### src/rtl/four_input_adder_pkg.sv
// Shared types and helpers for the bit-serial four-operand adder.
//   state_e      : controller states (IDLE, CALC, DONE)
//   result_width : width of a four-operand sum of w-bit unsigned values (w+2)
package four_input_adder_pkg;

    typedef enum logic [1:0] {
        ST_IDLE = 2'd0,
        ST_CALC = 2'd1,
        ST_DONE = 2'd2
    } state_e;

    function automatic int unsigned result_width(input int unsigned w);
        return w + 2;
    endfunction

endpackage

### src/rtl/d_register.sv
// Plain D register with enable and synchronous active-high reset.
//   clk_in, rst_in : clock, synchronous reset (clears q_out)
//   en_in          : load d_in on the rising edge
//   d_in / q_out   : W-bit data in / registered data out
module d_register #(
    parameter int unsigned W = 1
) (
    input  logic         clk_in,
    input  logic         rst_in,
    input  logic         en_in,
    input  logic [W-1:0] d_in,
    output logic [W-1:0] q_out
);

    logic [W-1:0] q_q;
    logic [W-1:0] q_d;

    always_comb begin
        q_d = q_q;
        if (en_in) begin
            q_d = d_in;
        end
    end

    always_ff @(posedge clk_in) begin
        if (rst_in) begin
            q_q <= '0;
        end else begin
            q_q <= q_d;
        end
    end

    assign q_out = q_q;

endmodule

### src/rtl/four_input_full_adder.sv
// Combinational six-input, one-bit-position adder cell.
//   a0_in..a3_in : operand bits (weight 1)
//   c0_in, c1_in : recirculated carries, both entering at weight 1
//   b_out        : sum bit (weight 1)
//   c0_out       : carry of weight 2
//   c1_out       : carry of weight 4
module four_input_full_adder (
    input  logic a0_in,
    input  logic a1_in,
    input  logic a2_in,
    input  logic a3_in,
    input  logic c0_in,
    input  logic c1_in,
    output logic b_out,
    output logic c0_out,
    output logic c1_out
);

    // At most six ones, so the count always fits in three bits.
    logic [2:0] total;

    always_comb begin
        total = 3'(a0_in) + 3'(a1_in) + 3'(a2_in) + 3'(a3_in)
              + 3'(c0_in) + 3'(c1_in);
        {c1_out, c0_out, b_out} = total;
    end

endmodule

### src/rtl/four_input_serial_adder.sv
// Bit-serial sum of four WIDTH-bit unsigned operands, LSB first, one bit
// position per clock through a single four_input_full_adder cell.
//   clk_in, rst_in        : clock, synchronous active-high reset
//   valid_in / ready_out  : operand handshake (ready_out high only in IDLE)
//   a0_in..a3_in          : operands, captured on accept
//   sum_out / valid_out   : WIDTH+2-bit result, held until ready_in
//   ready_in              : downstream consumes the result
module four_input_serial_adder
    import four_input_adder_pkg::*;
#(
    parameter int unsigned WIDTH = 8
) (
    input  logic             clk_in,
    input  logic             rst_in,
    input  logic             valid_in,
    output logic             ready_out,
    input  logic [WIDTH-1:0] a0_in,
    input  logic [WIDTH-1:0] a1_in,
    input  logic [WIDTH-1:0] a2_in,
    input  logic [WIDTH-1:0] a3_in,
    output logic [WIDTH+1:0] sum_out,
    output logic             valid_out,
    input  logic             ready_in
);

    localparam int unsigned RES_W = result_width(WIDTH);
    localparam int unsigned CNT_W = $clog2(WIDTH + 2);

    state_e             state_q, state_d;
    logic [WIDTH-1:0]   a0_q, a0_d, a1_q, a1_d, a2_q, a2_d, a3_q, a3_d;
    logic [CNT_W-1:0]   cnt_q, cnt_d;
    logic [RES_W-1:0]   sum_q, sum_d;
    logic               ready_q, ready_d;
    logic               valid_q, valid_d;

    logic accept;
    logic calc;
    logic carry_en;
    logic c0_d, c0_q;
    logic c1_s1_d, c1_s1_q;
    logic c1_s2_d, c1_s2_q;
    logic cell_b, cell_c0, cell_c1;

    // c0 (weight 2) re-enters one position up; c1 (weight 4) two positions up.
    four_input_full_adder u_cell (
        .a0_in  (a0_q[0]),
        .a1_in  (a1_q[0]),
        .a2_in  (a2_q[0]),
        .a3_in  (a3_q[0]),
        .c0_in  (c0_q),
        .c1_in  (c1_s2_q),
        .b_out  (cell_b),
        .c0_out (cell_c0),
        .c1_out (cell_c1)
    );

    d_register #(.W(1)) u_c0_reg (
        .clk_in (clk_in), .rst_in (rst_in), .en_in (carry_en),
        .d_in   (c0_d),   .q_out  (c0_q)
    );

    d_register #(.W(1)) u_c1_s1_reg (
        .clk_in (clk_in), .rst_in (rst_in), .en_in (carry_en),
        .d_in   (c1_s1_d), .q_out (c1_s1_q)
    );

    d_register #(.W(1)) u_c1_s2_reg (
        .clk_in (clk_in), .rst_in (rst_in), .en_in (carry_en),
        .d_in   (c1_s2_d), .q_out (c1_s2_q)
    );

    // Next-state, datapath and output decode.
    always_comb begin
        state_d = state_q;
        a0_d    = a0_q;
        a1_d    = a1_q;
        a2_d    = a2_q;
        a3_d    = a3_q;
        cnt_d   = cnt_q;
        sum_d   = sum_q;
        accept  = 1'b0;
        calc    = 1'b0;

        case (state_q)
            ST_IDLE: begin
                if (valid_in) begin
                    accept  = 1'b1;
                    a0_d    = a0_in;
                    a1_d    = a1_in;
                    a2_d    = a2_in;
                    a3_d    = a3_in;
                    cnt_d   = '0;
                    state_d = ST_CALC;
                end
            end
            ST_CALC: begin
                calc  = 1'b1;
                sum_d = {cell_b, sum_q[RES_W-1:1]};
                a0_d  = a0_q >> 1;
                a1_d  = a1_q >> 1;
                a2_d  = a2_q >> 1;
                a3_d  = a3_q >> 1;
                cnt_d = cnt_q + CNT_W'(1);
                if (cnt_q == CNT_W'(WIDTH + 1)) begin
                    state_d = ST_DONE;
                end
            end
            ST_DONE: begin
                if (ready_in) begin
                    state_d = ST_IDLE;
                end
            end
            default: begin
                state_d = ST_IDLE;
            end
        endcase

        // Accept clears the carry chain; CALC advances it.
        carry_en = accept | calc;
        c0_d     = calc ? cell_c0 : 1'b0;
        c1_s1_d  = calc ? cell_c1 : 1'b0;
        c1_s2_d  = calc ? c1_s1_q : 1'b0;

        ready_d = (state_d == ST_IDLE);
        valid_d = (state_d == ST_DONE);
    end

    always_ff @(posedge clk_in) begin
        if (rst_in) begin
            state_q <= ST_IDLE;
            a0_q    <= '0;
            a1_q    <= '0;
            a2_q    <= '0;
            a3_q    <= '0;
            cnt_q   <= '0;
            sum_q   <= '0;
            ready_q <= 1'b1;
            valid_q <= 1'b0;
        end else begin
            state_q <= state_d;
            a0_q    <= a0_d;
            a1_q    <= a1_d;
            a2_q    <= a2_d;
            a3_q    <= a3_d;
            cnt_q   <= cnt_d;
            sum_q   <= sum_d;
            ready_q <= ready_d;
            valid_q <= valid_d;
        end
    end

    assign ready_out = ready_q;
    assign valid_out = valid_q;
    assign sum_out   = sum_q;

endmodule

### config.mk
export PLATFORM = sky130hd
export DESIGN_NAME = four_input_serial_adder
export DESIGN_NICKNAME = d
export VERILOG_FILES = /design/src/rtl/four_input_adder_pkg.sv /design/src/rtl/d_register.sv /design/src/rtl/four_input_full_adder.sv /design/src/rtl/four_input_serial_adder.sv
export SDC_FILE = /design/constraint.sdc
export NUM_CORES = 1
export LEC_CHECK = 0
export BUFFER_PORTS_ARGS = -buffer_cell sky130_fd_sc_hd__buf_2
export CAP_MARGIN = 10
export CORE_ASPECT_RATIO = 1.75
export CORE_UTILIZATION = 48
export DETAILED_ROUTE_END_ITERATION = 7
export PLACE_DENSITY = 0.84
export SLEW_MARGIN = 25
export SYNTH_ARGS = -nofsm -noshare
export SYNTH_HDL_FRONTEND = slang
export SYNTH_HIERARCHICAL = 1
export SYNTH_SLANG_ARGS = --single-unit
### constraint.sdc
create_clock -name clk_in -period 2.4 [get_ports clk_in]
set_input_delay 0.24 -clock clk_in [delete_from_list [all_inputs] [get_ports clk_in]]
set_output_delay 0.24 -clock clk_in [all_outputs]
set_load 0.03 [all_outputs]
==> flow_metrics.tcl, run 1 <==
set metrics [dict create \
    outcome "complete, but fails checks" \
    violations "negative setup slack" \
    clockRootBuffer "clkbuf_8" \
    yosysMostFrequentCell "nor2_1" \
    nNetsFinal 347 \
    dp_hpwl_um 3380 \
    dieWidth_um 54.4 \
    synth_enable_flop_cells 0 \
    multiInputGateArea_um2 1110 \
    numCtsBuffers 5 \
    antenna_cells 0 \
    ys_types 31 \
    vias 2033 \
    dr.pass1.iters 4 \
    p_leak_nw 1.10 \
    die_h_um 93.8 \
    fin_setup_tns_ps -43.9 \
    crit_type "flop to flop" \
    required_ps 2580 \
    grt_setup_unrepaired "yes" \
    period_minus_slack_ps 2440 \
    maxCapViolCount 0 \
    arrival_ps 2630 \
    total_power_mw 1.73 \
    synth_area_per_cell_um2 8.65 \
    startpoint_type "flop" \
    wl_per_cell_um 13.9 \
    setup_ws_ps -43.9 \
    grt_antenna_before_repair 0 \
    yosys-top-cells-count "57 x nor2_1, 53 x dfxtp_1, 30 x a211oi_1, 22 x nand2_1, 18 x o2bb2ai_1" \
    fillers 439 \
    synth_top_area_share_pct 45.9 \
    drt-total-wl_um 4980 \
    critPathCaptureType "flop" \
    final_max_slew_viol_count 0 \
    peakVddDrop_uv 559 \
    tightest_slew_ps 630 \
    period_share_pct 102 \
    grt_remaining_overflow 0 \
    ys_warn_count 6 \
    grt_pass1_wl_um 8280 \
    hold_violations 0 \
    syn2layout_area_growth_pct 14.3 \
    clock_sinks 53 \
    cts_max_level 2 \
    finClkSkew_ps 8.95 \
    power_density_nw_per_um2 656 \
    hp-class "primary input to flop" \
    grt_usage_pct 21.9 \
    post_synth_instance_area_um2 2310 \
    path_max_fanout 2 \
    cts_tree "built" \
    max_slew_margin_pct 58.0 \
    pin_count 48 \
    rows 33 \
    grt_pass1_vias 1900 \
    fmax_mhz 409 \
    ys_seq_area_share_pct 45.9 \
    syn_inst 267 \
    ys_ff_latch 53 \
    synth.area.top_cells "dfxtp_1 46%, a211oi_1 9.8%, nor2_1 9.3%, o2bb2ai_1 6.8%, nand2_1 3.6%" \
    synth-main-ff-cell "dfxtp_1" \
    cts.path.max_buffers 2 \
    routabilityCongestion 0.766 \
    initial_core_util_pct 49.5 \
    dieArea_um2 5100 \
    io_buffer_count 47 \
    grt_start_max_net_pins 34 \
    clk_latency_ps 310 \
    syn_nets 309 \
    clk_pin_slew_ps 90 \
    setup_viol 1 \
    core_um2 4670 \
    yosysTopAreaCell "dfxtp_1" \
    drc_errors 0 \
    ant_nets 0 \
    via_per_inst 5.68 \
    drive_above_1_share_pct 22.9 \
    regArea_um2 1060 \
    synthArstFlopShare_pct 0 \
    drt_iter0_drc 38 \
]
-- sequential cells by signal, summed over array words and instances (netlist names) --
signal             count
sum_out               10
a0_q                   8
a1_q                   8
a2_q                   8
a3_q                   8
cnt_q                  4
state_q                2
ready_out              1
u_c0_reg/q_out         1
u_c1_s1_reg/q_out      1
u_c1_s2_reg/q_out      1
valid_out              1
-- final timing paths --
path               from             end  slack, ps  cells past startpoint
max             a3_q[0]  u_c0_reg/q_out        -40                      9
min            a0_in[7]         a0_q[7]        180                      3
max reg2reg     a3_q[0]  u_c0_reg/q_out        -40                      9
min reg2reg  sum_out[0]      sum_out[0]        460                      2
-- critical path, stage by stage, from the launching register on --
cell and delay, ps:
dfxtp_2 340, inv_2 40, fa_1 550, fa_1 410
inv_1 70, ha_2 160, fa_2 420, and2_4 140
mux2i_1 130, nor2_1 50
-- cells in the final DEF, fill, tap and decap left out --
cell type	netlist	final
o22ai_1	10	10
nand2b_1	2	2
a21oi_1	12	12
dfxtp_1	53	51
nand3_1	2	2
clkbuf_8	0	5
and3b_1	1	1
a2bb2oi_1	1	1
clkinvlp_4	0	2
a22oi_1	4	4
mux2i_1	3	3
nand2_1	22	22
o21bai_1	1	1
or3_1	1	1
a31oi_1	1	1
ha_1	3	2
nor3b_1	3	3
o21ai_0	1	1
fa_1	3	2
inv_2	3	5
and2_1	3	2
a211oi_1	30	30
clkbuf_1	8	1
nor2_1	57	57
ha_2	0	1
and2b_1	1	1
buf_4	2	5
fa_2	0	1
o2bb2ai_1	18	18
buf_2	9	47
o21bai_4	1	1
inv_1	9	7
and2_4	0	1
dfxtp_2	0	2
nor2b_1	1	1
-- power breakdown --
part           internal, mW  total, mW  switching (mW)  leakage (nW)
clock                 0.206      0.501           0.295        0.0374
combinational         0.111      0.259           0.148         0.623
sequential            0.936      0.973          0.0368         0.436
total                  1.25       1.73           0.480          1.10
-- stage by stage --
| stage | hold WS [ps] | setup slack [ps] | cell area [µm²] | instances | util, % |
|---|---|---|---|---|---|
| after floorplan | 312 | 57.7 | 2310 | 267 | - |
| after global placement | 442 | 1.25 | 2530 | 349 | 54.3 |
| after detailed placement | 445 | -91.8 | 2530 | 349 | 54.3 |
| after CTS | 178 | -54.3 | 2630 | 357 | 56.3 |
| after global routing | 193 | -153 | 2640 | 358 | 56.6 |
| final | 178 | -43.9 | 2640 | 358 | 56.6 |
-- cells by family (layout without fill, tap and decap cells) --
kind of cell | after synthesis | in the layout | synth area share, %
adders and majority gates | 6 | 6 | 4.23
and+or+nand+nor | 93 | 93 | 16.8
AOI/OAI and AO/OA | 79 | 79 | 25.2
muxes | 3 | 3 | 1.30
DFF | 53 | 53 | 45.9
buffers and inverters | 33 | 72 | 6.50
-- layout make-up --
cell class                 count  share of cell area, %
multi-input combinational    181                   41.9
sequential                    53                   40.3
timing repair buffer          52                   10.3
clock buffer                   6                   2.75
tap                           52                   2.46
inverter                      12                   1.71
clock inverter                 2                  0.569
-- metal layers --
metal	vias to the layer above	track usage, %	share of wire, %
met2	55	36.3	53
met4	0	9.62	3.0
li1	1004	-	-
met1	958	26.5	41
met3	16	3.88	3.2
met5	-	0	0
-- timing repair --
item | in CTS | in global routing
setup endpoints to repair | 1 | 2
setup buffers | 0 | 1
hold buffers | 0 | 0
pin swaps | 1 | 1
resized for setup | 5 | 2
Power figures use the tool's default switching activity.
==> run 2, diff against run 1 <==
==> constraint.sdc (replaced) <==
create_clock -name clk_in -period 2 [get_ports clk_in]
set_input_delay 0.2 -clock clk_in [delete_from_list [all_inputs] [get_ports clk_in]]
set_output_delay 0.2 -clock clk_in [all_outputs]
set_load 0.03 [all_outputs]
==> flow_metrics.tcl, run 2 (synthesized netlist as in run 1, its figures left out) <==
set metrics [dict create \
    dr.pass1.iters 4 \
    placed_cell_area_um2 2570 \
    fmax_mhz 409 \
    mostFrequentLayoutCell "nor2_1" \
    numCtsBuffers 5 \
    design_area_um2 2700 \
    dp_hpwl_um 3470 \
    final_max_slew_viol_count 0 \
    p_int_mw 1.68 \
    crit_type "flop to flop" \
    die_h_um 93.8 \
    grt_pass1_vias 2041 \
    hold_violations 0 \
    peakVddDrop_uv 593 \
    dieArea_um2 5100 \
    initial_core_util_pct 49.5 \
    grt_setup_unrepaired "yes" \
    clkPwrFrac_pct 33.4 \
    clockRootBuffer "clkbuf_8" \
    maxCapViolCount 0 \
    antenna_cells 0 \
    pwr-share-comb_pct 14.6 \
    min-delay-start "a0_in[7]" \
    drt-total-wl_um 5050 \
    clock_sinks 53 \
    critPathLaunch "a0_q[0]" \
    setup_viol 2 \
    io_buffer_count 47 \
    period_share_pct 122 \
    grt_start_max_net_pins 54 \
    clk_latency_ps 310 \
    required_ps 2180 \
    period_minus_slack_ps 2440 \
    hp-class "primary input to flop" \
    grt_usage_pct 22.9 \
    vias 2022 \
    largest_reg_flops 10 \
    tightest_slew_ps 542 \
    fin_setup_tns_ps -817 \
    power_density_nw_per_um2 831 \
    critPathCaptureType "flop" \
    grt_antenna_before_repair 0 \
    final_cell_mix "57 x nor2_1, 51 x dfxtp_1, 47 x buf_2, 30 x a211oi_1, 22 x nand2_1" \
    drive_above_1_share_pct 23.6 \
    grt_pass1_wl_um 8570 \
    cts_max_level 2 \
    drc_errors 0 \
    routabilityCongestion 0.798 \
    syn2layout_area_growth_pct 17.0 \
    arrival_ps 2620 \
    finClkSkew_ps 7.30 \
    via_per_inst 5.60 \
    p_switching_uw 567 \
    outcome "complete, but fails checks" \
    drt_iter0_drc 29 \
    r2r-start "a0_q[0]" \
    pin_count 48 \
    startpoint_type "flop" \
    max_slew_margin_pct 63.9 \
    ant_nets 0 \
    nNetsFinal 350 \
    post_cts.repair.setup_buffers 0 \
    grt_remaining_overflow 0 \
    fillers 445 \
    cts.path.max_buffers 2 \
    p_sw_share_pct 25.3 \
    path_max_fanout 2 \
    seq_power_share_pct 52.0 \
    core_um2 4670 \
    rows 33 \
    p_leak_nw 1.13 \
    violations "negative setup slack" \
    clk_pin_slew_ps 90 \
    cts_tree "built" \
    cts_hold_buf 0 \
    dieWidth_um 54.4 \
    setup_ws_ps -444 \
    wl_per_cell_um 14.0 \
]
-- run 2: critical path, stage by stage, from the launching register on --
cell and delay (ps):
dfxtp_2 340, inv_2 40, fa_1 490, fa_1 520
inv_2 50, ha_4 150, fa_2 410, and2_4 140
mux2i_1 120, nor2_1 50
-- run 2: final timing paths --
check,endpoint,slack (ps),cells past startpoint
max,u_c0_reg/q_out,-440,9
min,a0_q[7],150,3
max reg2reg,u_c0_reg/q_out,-440,9
min reg2reg,sum_out[0],460,2
-- run 2: through the flow --
stage	hold slack, ps	total power, mW	utilization (%)	setup WS [ps]	std cells
3_5_place_dp	448	1.51	55.1	-459	353
2_1_floorplan	272	1.40	-	-314	267
3_3_place_gp	443	1.49	55.1	-364	353
4_1_cts	143	2.24	57.6	-470	361
6_report	148	2.24	57.9	-444	361
5_1_grt	152	2.35	57.9	-505	361
-- run 2: area by class of cell --
| class | instances | area [µm²] | share of cell area, % |
|---|---|---|---|
| clock inverters | 1 | 30.0 | 1.11 |
| flip-flops and latches | 53 | 1060 | 39.4 |
| clock buffers | 7 | 86.3 | 3.20 |
| inverters | 12 | 45.0 | 1.67 |
| repair buffers | 55 | 295 | 10.9 |
| well taps | 52 | 65.1 | 2.41 |
| multi-input cells | 181 | 1120 | 41.3 |
-- run 2: power groups by stage --
stage          clock network (mW)  registers, mW  logic, mW
6_report                    0.749           1.17      0.327
5_1_grt                     0.808           1.18      0.367
4_1_cts                     0.757           1.17      0.318
3_5_place_dp                    0           1.19      0.316
3_3_place_gp                    0           1.19      0.303
2_1_floorplan                   0           1.19      0.219
-- run 2: repair_timing --
action,CTS,global route
endpoints found under the hold margin,0,0
endpoints found under the setup margin,2,3
gates resized for setup,2,3
gates cloned,0,0
pin swaps,1,1
-- run 2: routing by layer --
metal  up-vias  GRT usage [%]  share of wire (%)
li1       1015              -                  -
met1       948           24.5                 42
met2        48           40.5                 52
met3        11           4.85                3.4
met4         0           10.0                2.3
met5         -              0                  0
==> run 3, diff against run 2 <==
--- a/config.mk
+++ b/config.mk
@@ -8,9 +8,10 @@
 export BUFFER_PORTS_ARGS = -buffer_cell sky130_fd_sc_hd__buf_2
 export CAP_MARGIN = 10
 export CORE_ASPECT_RATIO = 1.75
-export CORE_UTILIZATION = 48
+export CORE_MARGIN = 4
+export CORE_UTILIZATION = 43
 export DETAILED_ROUTE_END_ITERATION = 7
-export PLACE_DENSITY = 0.84
+export PLACE_DENSITY = 0.75
 export SLEW_MARGIN = 25
 export SYNTH_ARGS = -nofsm -noshare
 export SYNTH_HDL_FRONTEND = slang
==> constraint.sdc (replaced) <==
create_clock -name clk_in -period 3.15 [get_ports clk_in]
set_input_delay 0.315 -clock clk_in [delete_from_list [all_inputs] [get_ports clk_in]]
set_output_delay 0.315 -clock clk_in [all_outputs]
set_load 0.03 [all_outputs]
==> flow_metrics.tcl, run 3 (synthesized netlist as in run 1, its figures left out) <==
set metrics [dict create \
    cp_num_buf_inv 2 \
    grt_pass1_vias 1925 \
    clk_pin_slew_ps 90 \
    peakVddDrop_uv 281 \
    cts_resized 0 \
    grt_usage_pct 15.7 \
    max_slew_margin_pct 35.1 \
    wl_per_cell_um 13.6 \
    final_max_slew_viol_count 0 \
    syn2layout_area_growth_pct 12.7 \
    reg2reg_depth 9 \
    dr.pass1.iters 4 \
    fin_setup_tns_ps 0 \
    drc_errors 0 \
    crit_type "flop to flop" \
    largest_reg_flops 10 \
    post_cts.repair.setup_buffers 0 \
    crit_chain "inv_1, fa_1, fa_1, inv_1, ha_1, fa_1, and2_1, mux2i_1, nor2_1" \
    placed_cell_area_um2 2520 \
    critPathCaptureType "flop" \
    ant_nets 0 \
    cp.depth 9 \
    cts_max_level 2 \
    grt_antenna_before_repair 0 \
    period_share_pct 79.3 \
    cts_tree "built" \
    drt-total-wl_um 4860 \
    drive_above_1_share_pct 19.9 \
    critPathMaxStageDelay_ps 500 \
    rows 35 \
    clock_sinks 53 \
    cts.path.max_buffers 2 \
    dieArea_um2 6650 \
    clockRootBuffer "clkbuf_8" \
    final_util_pct 49.5 \
    maxCapViolCount 0 \
    dieWidth_um 63.4 \
    nNetsFinal 343 \
    p_leak_nw 1.09 \
    drt_iter0_drc 79 \
    pin_count 48 \
    die_h_um 105 \
    cts_hold_buf 0 \
    grt_setup_unrepaired "no" \
    arrival_ps 2660 \
    path_max_fanout 2 \
    design_area_um2 2600 \
    via_per_inst 5.58 \
    fmax_mhz 400 \
    grt_start_max_net_pins 54 \
    period_minus_slack_ps 2500 \
    mostFrequentLayoutCell "nor2_1" \
    hold_violations 0 \
    tightest_slew_ps 974 \
    crit_slowest_cell "fa_1" \
    outcome "finished clean" \
    power_density_nw_per_um2 498 \
    setup_viol 0 \
    startpoint_type "flop" \
    required_ps 3310 \
    routabilityCongestion 0.704 \
    vias 1992 \
    io_buffer_count 47 \
    grt_pass1_wl_um 8500 \
    clk_latency_ps 310 \
    numCtsBuffers 5 \
    hold_depth 3 \
    finClkSkew_ps 4.96 \
    hp-class "primary input to flop" \
    initial_core_util_pct 44.0 \
    final_cell_mix "57 x nor2_1, 53 x dfxtp_1, 47 x buf_2, 30 x a211oi_1, 22 x nand2_1" \
    antenna_cells 0 \
    cpMostUsedCell "fa_1" \
    core_um2 5260 \
    grt_remaining_overflow 0 \
    dp_hpwl_um 3280 \
    critPathTopFamily "adder cells" \
]
[run 3: layout make-up]
cell class / count / area (µm²)
fillers: 545 / 2650
multi-input cells: 181 / 1100
well taps: 55 / 68.8
clock inverters: 3 / 17.5
flip-flops and latches: 53 / 1060
inverters: 12 / 45.0
repair buffers: 48 / 243
clock buffers: 5 / 68.8
[run 3: power breakdown]
part	internal, mW	leakage (nW)	switching (mW)
Combinational	0.0788	0.607	0.108
Sequential	0.713	0.436	0.0270
Clock	0.154	0.0439	0.216
Total	0.945	1.09	0.351
[run 3: final timing paths]
check / startpoint / end / slack [ps]
setup reg to reg: a0_q[0] / u_c0_reg/q_out / 650
hold reg to reg: sum_out[0] / sum_out[0] / 470
setup / recovery: a0_q[0] / u_c0_reg/q_out / 650
hold / removal: a2_in[7] / a2_q[7] / 230
[run 3: metal layers]
| layer | GRT usage [%] | share of wire, % | vias to the layer above |
|---|---|---|---|
| li1 | - | - | 1002 |
| met1 | 18.9 | 44 | 932 |
| met2 | 25.1 | 49 | 46 |
| met3 | 3.55 | 4.2 | 12 |
| met4 | 9.58 | 3.6 | 0 |
| met5 | 0 | 0 | - |
[run 3: tightest hold or removal path: stages]
cell	delay [ps]
buf_2	70
a22oi_1	50
nor2_1	70
[run 3: through the flow]
step                instances  hold WS (ps)  setup slack (ps)  power (mW)
floorplan                 267           387               808       0.891
global placement          349           440               736       0.937
detailed placement        349           459               662       0.943
CTS                       357           226               662        1.31
global route              357           236               525        1.37
finish                    357           233               652        1.30
